[config.mk]
export PLATFORM = sky130hd
export DESIGN_NAME = instr_loader_flat
export DESIGN_NICKNAME = d
export VERILOG_FILES = /design/src/rtl/loader_pkg.sv /design/src/rtl/instr_loader_if.sv /design/src/rtl/loader_checksum.sv /design/src/rtl/instr_loader.sv /design/src/flat_wrapper.sv
export SDC_FILE = /design/constraint.sdc
export NUM_CORES = 1
export LEC_CHECK = 0
export CAP_MARGIN = 15
export CELL_PAD_IN_SITES_DETAIL_PLACEMENT = 0
export CELL_PAD_IN_SITES_GLOBAL_PLACEMENT = 2
export CORE_MARGIN = 2
export CORE_UTILIZATION = 40
export CTS_CLUSTER_DIAMETER = 50
export DETAILED_ROUTE_END_ITERATION = 6
export DONT_BUFFER_PORTS = 1
export GPL_ROUTABILITY_DRIVEN = 0
export PLACE_DENSITY_LB_ADDON = 0.15
export SETUP_SLACK_MARGIN = 0.4
export SYNTH_ARGS = -nofsm -noshare
export SYNTH_HDL_FRONTEND = slang
export SYNTH_SLANG_ARGS = --single-unit
[constraint.sdc]
create_clock -name clock -period 2.1 [get_ports clock]
set_input_delay 0.21 -clock clock [delete_from_list [all_inputs] [get_ports clock]]
set_output_delay 0.21 -clock clock [all_outputs]
set_load 0.1 [all_outputs]
[src/rtl/loader_pkg.sv]
// Shared types for the instruction loader: FSM state encoding and frame field sizes.
package loader_pkg;

  localparam int LEN_BYTES  = 2;
  localparam int WORD_BYTES = 2;

  typedef enum logic [2:0] {
    S_IDLE    = 3'd0,
    S_LEN_HI  = 3'd1,
    S_LEN_LO  = 3'd2,
    S_DATA_HI = 3'd3,
    S_DATA_LO = 3'd4,
    S_CHECK   = 3'd5,
    S_DONE    = 3'd6,
    S_ERR     = 3'd7
  } loader_state_e;

  // States in which a stream byte can be consumed.
  function automatic logic is_rx_state(input loader_state_e s);
    return (s == S_LEN_HI) || (s == S_LEN_LO) || (s == S_DATA_HI) ||
           (s == S_DATA_LO) || (s == S_CHECK);
  endfunction

endpackage

[src/rtl/instr_loader_if.sv]
// Byte-stream input (valid/ready) and instruction-memory write port of the loader.
// slave = loader side, master = stream source / memory side.
interface instr_loader_if #(
  parameter int ADDR_WIDTH = 8
);
  logic                                in_valid;
  logic [7:0]                          in_byte;
  logic                                in_ready;
  logic                                imem_we;
  logic [ADDR_WIDTH-1:0]               imem_addr;
  logic [loader_pkg::WORD_BYTES*8-1:0] imem_wdata;

  modport master (
    output in_valid, in_byte,
    input  in_ready, imem_we, imem_addr, imem_wdata
  );

  modport slave (
    input  in_valid, in_byte,
    output in_ready, imem_we, imem_addr, imem_wdata
  );
endinterface

[src/rtl/loader_checksum.sv]
// 8-bit running XOR of accepted stream bytes; clear has priority over enable.
// Result reflects all bytes enabled up to the previous clock edge.
module loader_checksum (
  input  logic       clock,
  input  logic       reset_n,
  input  logic       clr_i,
  input  logic       en_i,
  input  logic [7:0] din_i,
  output logic [7:0] sum_o
);
  logic [7:0] sum_q, sum_d;

  always_comb begin
    sum_d = sum_q;
    if (clr_i) begin
      sum_d = '0;
    end else if (en_i) begin
      sum_d = sum_q ^ din_i;
    end
  end

  always_ff @(posedge clock or negedge reset_n) begin
    if (!reset_n) begin
      sum_q <= '0;
    end else begin
      sum_q <= sum_d;
    end
  end

  assign sum_o = sum_q;
endmodule

[src/rtl/instr_loader.sv]
// Assembles a length-prefixed byte stream into 16-bit words and writes them to instruction memory,
// one registered write per LO byte; core_run is held low until a load completes. Optional trailing XOR check: LOADER_CHECKSUM_EN.
module instr_loader
  import loader_pkg::*;
#(
  parameter int ADDR_WIDTH = 8
) (
  input  logic           clock,
  input  logic           reset_n,
  input  logic           start,
  instr_loader_if.slave  bus,
  output logic           core_run,
  output logic           busy,
  output logic           error
);
  localparam int          IDX_W  = ADDR_WIDTH + 1;
  localparam int          LEN_W  = LEN_BYTES * 8;
  localparam int          WORD_W = WORD_BYTES * 8;
  localparam logic [31:0] DEPTH  = 32'd1 << ADDR_WIDTH;

  loader_state_e         state_q, state_d;
  logic [IDX_W-1:0]      idx_q, idx_d;
  logic [LEN_W-1:0]      len_q, len_d;
  logic [7:0]            hi_q, hi_d;
  logic                  we_q, we_d;
  logic [ADDR_WIDTH-1:0] addr_q, addr_d;
  logic [WORD_W-1:0]     wdata_q, wdata_d;

  logic             rx;
  logic             accept;
  logic             load_start;
  logic [LEN_W-1:0] len_rx;

  assign rx         = is_rx_state(state_q);
  assign accept     = bus.in_valid && rx;
  assign load_start = start && ((state_q == S_IDLE) || (state_q == S_DONE) || (state_q == S_ERR));
  assign len_rx     = {len_q[LEN_W-1:8], bus.in_byte};

`ifdef LOADER_CHECKSUM_EN
  localparam loader_state_e END_STATE = S_CHECK;
  logic [7:0] csum;

  loader_checksum u_csum (
    .clock   (clock),
    .reset_n (reset_n),
    .clr_i   (load_start),
    .en_i    (accept && (state_q != S_CHECK)),
    .din_i   (bus.in_byte),
    .sum_o   (csum)
  );
`else
  localparam loader_state_e END_STATE = S_DONE;
`endif

  always_comb begin
    state_d = state_q;
    idx_d   = idx_q;
    len_d   = len_q;
    hi_d    = hi_q;
    we_d    = 1'b0;
    addr_d  = addr_q;
    wdata_d = wdata_q;

    if (load_start) begin
      state_d = S_LEN_HI;
      idx_d   = '0;
    end else if (accept) begin
      case (state_q)
        S_LEN_HI: begin
          len_d[LEN_W-1 -: 8] = bus.in_byte;
          state_d             = S_LEN_LO;
        end
        S_LEN_LO: begin
          len_d = len_rx;
          if (len_rx == '0) begin
            state_d = END_STATE;
          end else if (32'(len_rx) > DEPTH) begin
            state_d = S_ERR;
          end else begin
            state_d = S_DATA_HI;
          end
        end
        S_DATA_HI: begin
          hi_d    = bus.in_byte;
          state_d = S_DATA_LO;
        end
        S_DATA_LO: begin
          we_d    = 1'b1;
          addr_d  = idx_q[ADDR_WIDTH-1:0];
          wdata_d = {hi_q, bus.in_byte};
          idx_d   = idx_q + IDX_W'(1);
          // Index is one bit wider than the address so N == DEPTH terminates without wrapping.
          state_d = (32'(idx_d) == 32'(len_q)) ? END_STATE : S_DATA_HI;
        end
`ifdef LOADER_CHECKSUM_EN
        S_CHECK: begin
          state_d = (bus.in_byte == csum) ? S_DONE : S_ERR;
        end
`endif
        default: begin
          state_d = state_q;
        end
      endcase
    end
  end

  always_ff @(posedge clock or negedge reset_n) begin
    if (!reset_n) begin
      state_q <= S_IDLE;
      idx_q   <= '0;
      len_q   <= '0;
      hi_q    <= '0;
      we_q    <= 1'b0;
      addr_q  <= '0;
      wdata_q <= '0;
    end else begin
      state_q <= state_d;
      idx_q   <= idx_d;
      len_q   <= len_d;
      hi_q    <= hi_d;
      we_q    <= we_d;
      addr_q  <= addr_d;
      wdata_q <= wdata_d;
    end
  end

  assign bus.in_ready   = rx;
  assign bus.imem_we    = we_q;
  assign bus.imem_addr  = addr_q;
  assign bus.imem_wdata = wdata_q;

  assign core_run = (state_q == S_DONE);
  assign error    = (state_q == S_ERR);
  // The final write strobe lands in DONE, so it must still count as busy.
  assign busy     = rx || we_q;
endmodule

[src/flat_wrapper.sv]
// flat-port wrapper written by rule: the top's interface ports become plain ports
module instr_loader_flat import loader_pkg::*;
#(
  parameter int ADDR_WIDTH = 8
)
  (clock, reset_n, start, core_run, busy, error, bus_in_valid, bus_in_byte, bus_in_ready, bus_imem_we, bus_imem_addr, bus_imem_wdata);
  instr_loader_if #(.ADDR_WIDTH(ADDR_WIDTH)) bus_i ();
  input  logic clock;
  input  logic reset_n;
  input  logic start;
  output logic core_run;
  output logic busy;
  output logic error;
  input wire logic [$bits(bus_i.in_valid)-1:0] bus_in_valid;
  input wire logic [$bits(bus_i.in_byte)-1:0] bus_in_byte;
  output wire logic [$bits(bus_i.in_ready)-1:0] bus_in_ready;
  output wire logic [$bits(bus_i.imem_we)-1:0] bus_imem_we;
  output wire logic [$bits(bus_i.imem_addr)-1:0] bus_imem_addr;
  output wire logic [$bits(bus_i.imem_wdata)-1:0] bus_imem_wdata;
  assign bus_i.in_valid = bus_in_valid;
  assign bus_i.in_byte = bus_in_byte;
  assign bus_in_ready = bus_i.in_ready;
  assign bus_imem_we = bus_i.imem_we;
  assign bus_imem_addr = bus_i.imem_addr;
  assign bus_imem_wdata = bus_i.imem_wdata;
  instr_loader #(.ADDR_WIDTH(ADDR_WIDTH)) u_core (.clock(clock), .reset_n(reset_n), .start(start), .bus(bus_i), .core_run(core_run), .busy(busy), .error(error));
endmodule
== Word level (Yosys, flattened, before mapping) ==
Index checks and enable logic that the tools add are counted.

* Add/sub/neg operators: 1
* Magnitude comparators: 1
* Equality and inequality tests: 8
* Mux-type cells: 12
* Bitwise logic cells: 1
* Reductions and logical operators: 20

{| class="wikitable"
|+ Operator list
! operator !! number
|-
| $mux W9 || 3
|-
| $eq A9 B16 Y1 || 1
|-
| $gt A16 B9 Y1 const B || 1
|-
| $logic_not A16 Y1 || 1
|-
| $mux W3 || 5
|-
| $eq A3 B3 Y1 const B || 4
|-
| $pmux W3 S4 || 1
|-
| $reduce_and A3 Y1 || 4
|-
| $add A9 B1 Y9 const B || 1
|-
| $logic_or A1 B1 Y1 || 7
|-
| $eq A3 B2 Y1 const B || 2
|-
| $reduce_bool A5 Y1 || 1
|-
| $reduce_and A2 Y1 || 2
|-
| $reduce_bool A2 Y1 || 2
|-
| $eq A3 B1 Y1 const B || 1
|-
| $logic_not A3 Y1 || 1
|-
| $mux W1 || 3
|-
| $logic_and A1 B1 Y1 || 2
|-
| $not A1 Y1 || 1
|}

* Register bits after elaboration: 61
* Bits of input ports: 12
* Output and inout port bits: 29

== Logic depth before layout (Yosys ltp) ==
* Depth in word-level cells: 8
* Depth in mapped cells: 8
* Mapped depth without buffers: 6

== Least setup slack after synthesis ==
OpenSTA, ideal clock, no wires.

* Path type: reg-to-output
* Start: register u_core.state_q[2]
* End: output busy
* Arrival: 2,874 ps
* Data required time: 1,890 ps
* Slack: -984 ps
* Stages on the path, launching flop included: 5
* Buffers on the path: 1
* Cells stage by stage: dfrtp_1 clkbuf_1 nor3_1 a21oi_1 or2_2

* Word-level cells in the longest chain between the ends: 6
* Elaborated cells between the ends (all ways): 10

{| class="wikitable"
|+ RTL lines
! element !! RTL line !! text
|-
| start: declaration || instr_loader.sv:21 || <nowiki>loader_state_e state_q, state_d;</nowiki>
|-
| start signal: assignment || instr_loader.sv:117 || <nowiki>state_q <= state_d;</nowiki>
|-
| $eq A3 B1 Y1 / $eq A3 B2 Y1 (equally long branches) || loader_pkg.sv:20 || <nowiki>return (s == S_LEN_HI) || (s == S_LEN_LO) || (s == S_DATA_HI) ||</nowiki>
|-
| $logic_or A1 B1 Y1 (3 in series) || loader_pkg.sv:20 ||
|-
| $logic_or A1 B1 Y1 * || loader_pkg.sv:21 || <nowiki>(s == S_DATA_LO) || (s == S_CHECK);</nowiki>
|-
| net bus_in_ready || flat_wrapper.sv:16 || <nowiki>output wire logic [$bits(bus_i.in_ready)-1:0] bus_in_ready;</nowiki>
|-
| $logic_or A1 B1 Y1 * || instr_loader.sv:135 || <nowiki>assign busy = rx || we_q;</nowiki>
|-
| end: declaration || flat_wrapper.sv:12 || <nowiki>output logic busy;</nowiki>
|}

The timed path passes the listed nets; every way through them passes the cells marked *.

== Final worst setup path ==
* Start: register u_core.state_q[0]
* End: output busy

* Word-level cells in the longest chain between the ends: 6
* Elaborated cells between the ends (all ways): 10

{| class="wikitable"
|+ RTL lines
! element !! RTL line
|-
| $eq A3 B1 Y1 / $eq A3 B2 Y1 (equally long branches) || loader_pkg.sv:20
|-
| $logic_or A1 B1 Y1 (3 in series) || loader_pkg.sv:20
|-
| $logic_or A1 B1 Y1 * || loader_pkg.sv:21
|-
| $logic_or A1 B1 Y1 * || instr_loader.sv:135
|}

Every way passes the cells marked *; elsewhere a longest branch is shown, timed or not.

==> metrics.json <==
{
  "fin_cells": 432,
  "drt_pass1_iterations": 5,
  "die_y_um": 88.6,
  "fraction_of_final_layout_cells_sized_beyond_drive_strength_1_pct": 31.5,
  "timing.setup.critical_path_class": "flop to primary output",
  "power.static_leakage_nw": 1.74,
  "tritoncts": "done",
  "grt_overflow": 0,
  "drtIter0Drc": 71,
  "critical_path_peak_fanout": 7,
  "grt_util_all_layers_pct": 18.7,
  "p_per_area_nw_per_um2": 1730,
  "worst_r2r_path_depth": 5,
  "commonest_non_fill_non_tap_cells_in_the_layout": "sky130_fd_sc_hd__nand2_1, sky130_fd_sc_hd__dfrtp_1, sky130_fd_sc_hd__buf_4",
  "setup_viol": 0,
  "die_x_um": 88.6,
  "crit_end": "busy",
  "achievable-frequency_mhz": 591,
  "grt_pass1_vias": 2117,
  "synth_flop_cell": "sky130_fd_sc_hd__dfrtp_1",
  "synth_top_area_share_pct": 53.4,
  "totalPowerFinal_mw": 6.37,
  "layout_worst_path_cycle_share_pct": 80.6,
  "clk_root_buffer_cell": "sky130_fd_sc_hd__clkbuf_8",
  "critical_path_end_type": "primary output",
  "yosys_warnings": 0,
  "grt_start_max_net_pins": 62,
  "clock_buffer_depth": 2,
  "postPlaceCellArea_um2": 3230,
  "floorplan.core_area_um2": 6870,
  "syn_avg_cell_area_um2": 10.1,
  "ys_types": 41,
  "via_per_inst": 4.94,
  "hold_removal_path_class": "input port to flop",
  "drv_slew": 0,
  "area_growth_syn_to_layout_pct": 28.5,
  "worst_slew_margin_relative_to_its_limit_pct": 71.3,
  "wl_mm": 6.60,
  "cts.sink_count": 61,
  "status": "finished, final reports clean",
  "netlist_instances": 283,
  "hpwl_dp_mm": 4.29,
  "rows": 30,
  "timing_worst_slew_pin_value_ns": 0.429,
  "ctsHtreeMaxLevel": 3,
  "wire_per_inst_um": 15.3,
  "wire_length_of_the_first_global_routing_pass_mm": 10.9,
  "syn_area_um2": 2860,
  "critPathLaunchType": "flop",
  "number_of_register_bits_inferred_by_synthesis": 61,
  "rr_endpoint": "u_core.state_q[0]",
  "ys_seq_area_share_pct": 53.4,
  "worst_ep_arrival_time_ns": 1.48,
  "crit_path_start": "u_core.state_q[0]",
  "synth_top_cells_by_area": "sky130_fd_sc_hd__dfrtp_1, sky130_fd_sc_hd__nand2_1, sky130_fd_sc_hd__mux2_2",
  "finalInstanceArea_um2": 3680,
  "design.final.nets": 344,
  "final_hold_viols": 0,
  "floorplan.die_area_um2": 7840,
  "r2r_start": "u_core.idx_q[3]",
  "input_output_buffers": 0,
  "post-synth-top-area-cell": "sky130_fd_sc_hd__dfrtp_1",
  "placedCellCount": 400,
  "num_antenna_cells": 0,
  "tns_ns": 0,
  "reg2reg_slack_ns": 0.41,
  "drcViolationCount": 0,
  "crit_path_time_final_ns": 1.69,
  "clock_insertion_delay_worst_skew_ns": 0.34,
  "floorplan.initialDensity_pct": 41.6,
  "fraction_of_registers_with_async_set_reset_pct": 100,
  "route.antenna.remaining_nets": 0,
  "layout_commonest_cell": "sky130_fd_sc_hd__nand2_1",
  "floorplan.io_pins": 41,
  "antenna_found_initial": 0,
  "synthesis.nets": 296,
  "unrepaired_setup_endpoints_after_global_routing": "true",
  "vias": 2135,
  "synth_edf_count": 0,
  "clkTransAtPathRegs_ns": 0.07,
  "worstPathRequired_ns": 1.89,
  "clock-skew-final_ns": 0.00422,
  "peakVddDrop_mv": 1.03,
  "tritoncts.num_buffers": 9,
  "drv_cap": 0
}
==> metal layers <==
layer / wire, um / part of all wire, % / global-route usage [%]
met2: 3090 / 47 / 28.7
met4: 75 / 1.1 / 7.44
met3: 294 / 4.5 / 5.22
met1: 3140 / 48 / 25.3
met5: 0 / 0 / 0
==> state kept, by name (all words and copies together) (netlist names) <==
signal	count
u_core.bus.imem_addr	8
u_core.bus.imem_wdata	16
u_core.bus.imem_we	1
u_core.hi_q	8
u_core.idx_q	9
u_core.len_q	16
u_core.state_q	3
==> power breakdown <==
part / internal (mW) / switching, mW
clock: 0.644 / 0.466
sequential: 1.63 / 0.243
combinational: 1.04 / 2.35
total: 3.31 / 3.06
==> area by class of cell <==
| class | instances | area [um2] |
|---|---|---|
| fill | 644 | 3190 |
| clock inverter | 3 | 42.5 |
| timing repair buffer | 56 | 490 |
| multi-input combinational | 200 | 1310 |
| sequential | 61 | 1530 |
| clock buffer | 13 | 169 |
| inverter | 3 | 11.3 |
| tap | 96 | 120 |
==> per-stage QoR <==
stage,hold WS [ns],setup WS (ns),util [%]
after CTS,0.0119,0.381,52.8
after global placement,-0.0838,0.296,47.0
after floorplan,-0.0856,0.324,-
final,0.0217,0.407,53.5
after detailed placement,-0.0838,0.245,47.0
after global routing,0.00163,0.337,53.5
==> timing repair <==
item                                    in CTS  in global routing
endpoints found under the setup margin      12                 26
hold buffers                                10                  0
setup buffers                                4                  2
endpoints found under the hold margin       69                  0
cloned                                       0                  0
resized for setup                            9                  9
pin swaps                                    2                  5
==> worst max-delay path: stages (launching register included) <==
cell                      delay (ns)
sky130_fd_sc_hd__dfrtp_1        0.39
sky130_fd_sc_hd__buf_6          0.14
sky130_fd_sc_hd__nor3_4         0.20
sky130_fd_sc_hd__a21oi_4        0.05
sky130_fd_sc_hd__or2_4          0.36
==> synth_stat cells (2+ instances only) <==
| master | count |
|---|---|
| sky130_fd_sc_hd__nand2_1 | 81 |
| sky130_fd_sc_hd__dfrtp_1 | 61 |
| sky130_fd_sc_hd__mux2_2 | 25 |
| sky130_fd_sc_hd__nor2_1 | 16 |
| sky130_fd_sc_hd__xor2_1 | 12 |
| sky130_fd_sc_hd__clkbuf_1 | 11 |
| sky130_fd_sc_hd__xnor2_1 | 9 |
| sky130_fd_sc_hd__nand3_1 | 8 |
| sky130_fd_sc_hd__a21oi_1 | 5 |
| sky130_fd_sc_hd__and3_1 | 5 |
| sky130_fd_sc_hd__buf_2 | 5 |
| sky130_fd_sc_hd__nor2b_1 | 4 |
| sky130_fd_sc_hd__o21ai_0 | 4 |
| sky130_fd_sc_hd__inv_1 | 3 |
| sky130_fd_sc_hd__and4_1 | 2 |
| sky130_fd_sc_hd__buf_1 | 2 |
| sky130_fd_sc_hd__mux2i_1 | 2 |
| sky130_fd_sc_hd__nor3_1 | 2 |
| sky130_fd_sc_hd__nor4_1 | 2 |
| sky130_fd_sc_hd__or3_1 | 2 |
| sky130_fd_sc_hd__or4_4 | 2 |
==> cell families after synthesis <==
kind of cell    count (synthesis)  synth area share, %
fa+ha+maj                       1                0.437
xor+xnor                       21                 6.43
mux                            27                 10.5
simple gates                  131                 20.8
compound gates                 20                 5.25
flops                          61                 53.4
buf+inv                        22                 3.15
==> how the worst min path moves through the flow <==
stage,end,cells past startpoint,start,slack [ns]
after global placement,u_core.bus.imem_we,0,reset_n,-0.08
after floorplan,u_core.bus.imem_addr[0],0,reset_n,-0.09
after detailed placement,u_core.bus.imem_we,0,reset_n,-0.08
after CTS,u_core.hi_q[7],1,bus_in_byte[7],0.01
final,u_core.hi_q[3],1,bus_in_byte[3],0.02
after global routing,u_core.len_q[2],1,bus_in_byte[2],0.002
Note: power is estimated with default switching activity, not from simulation.
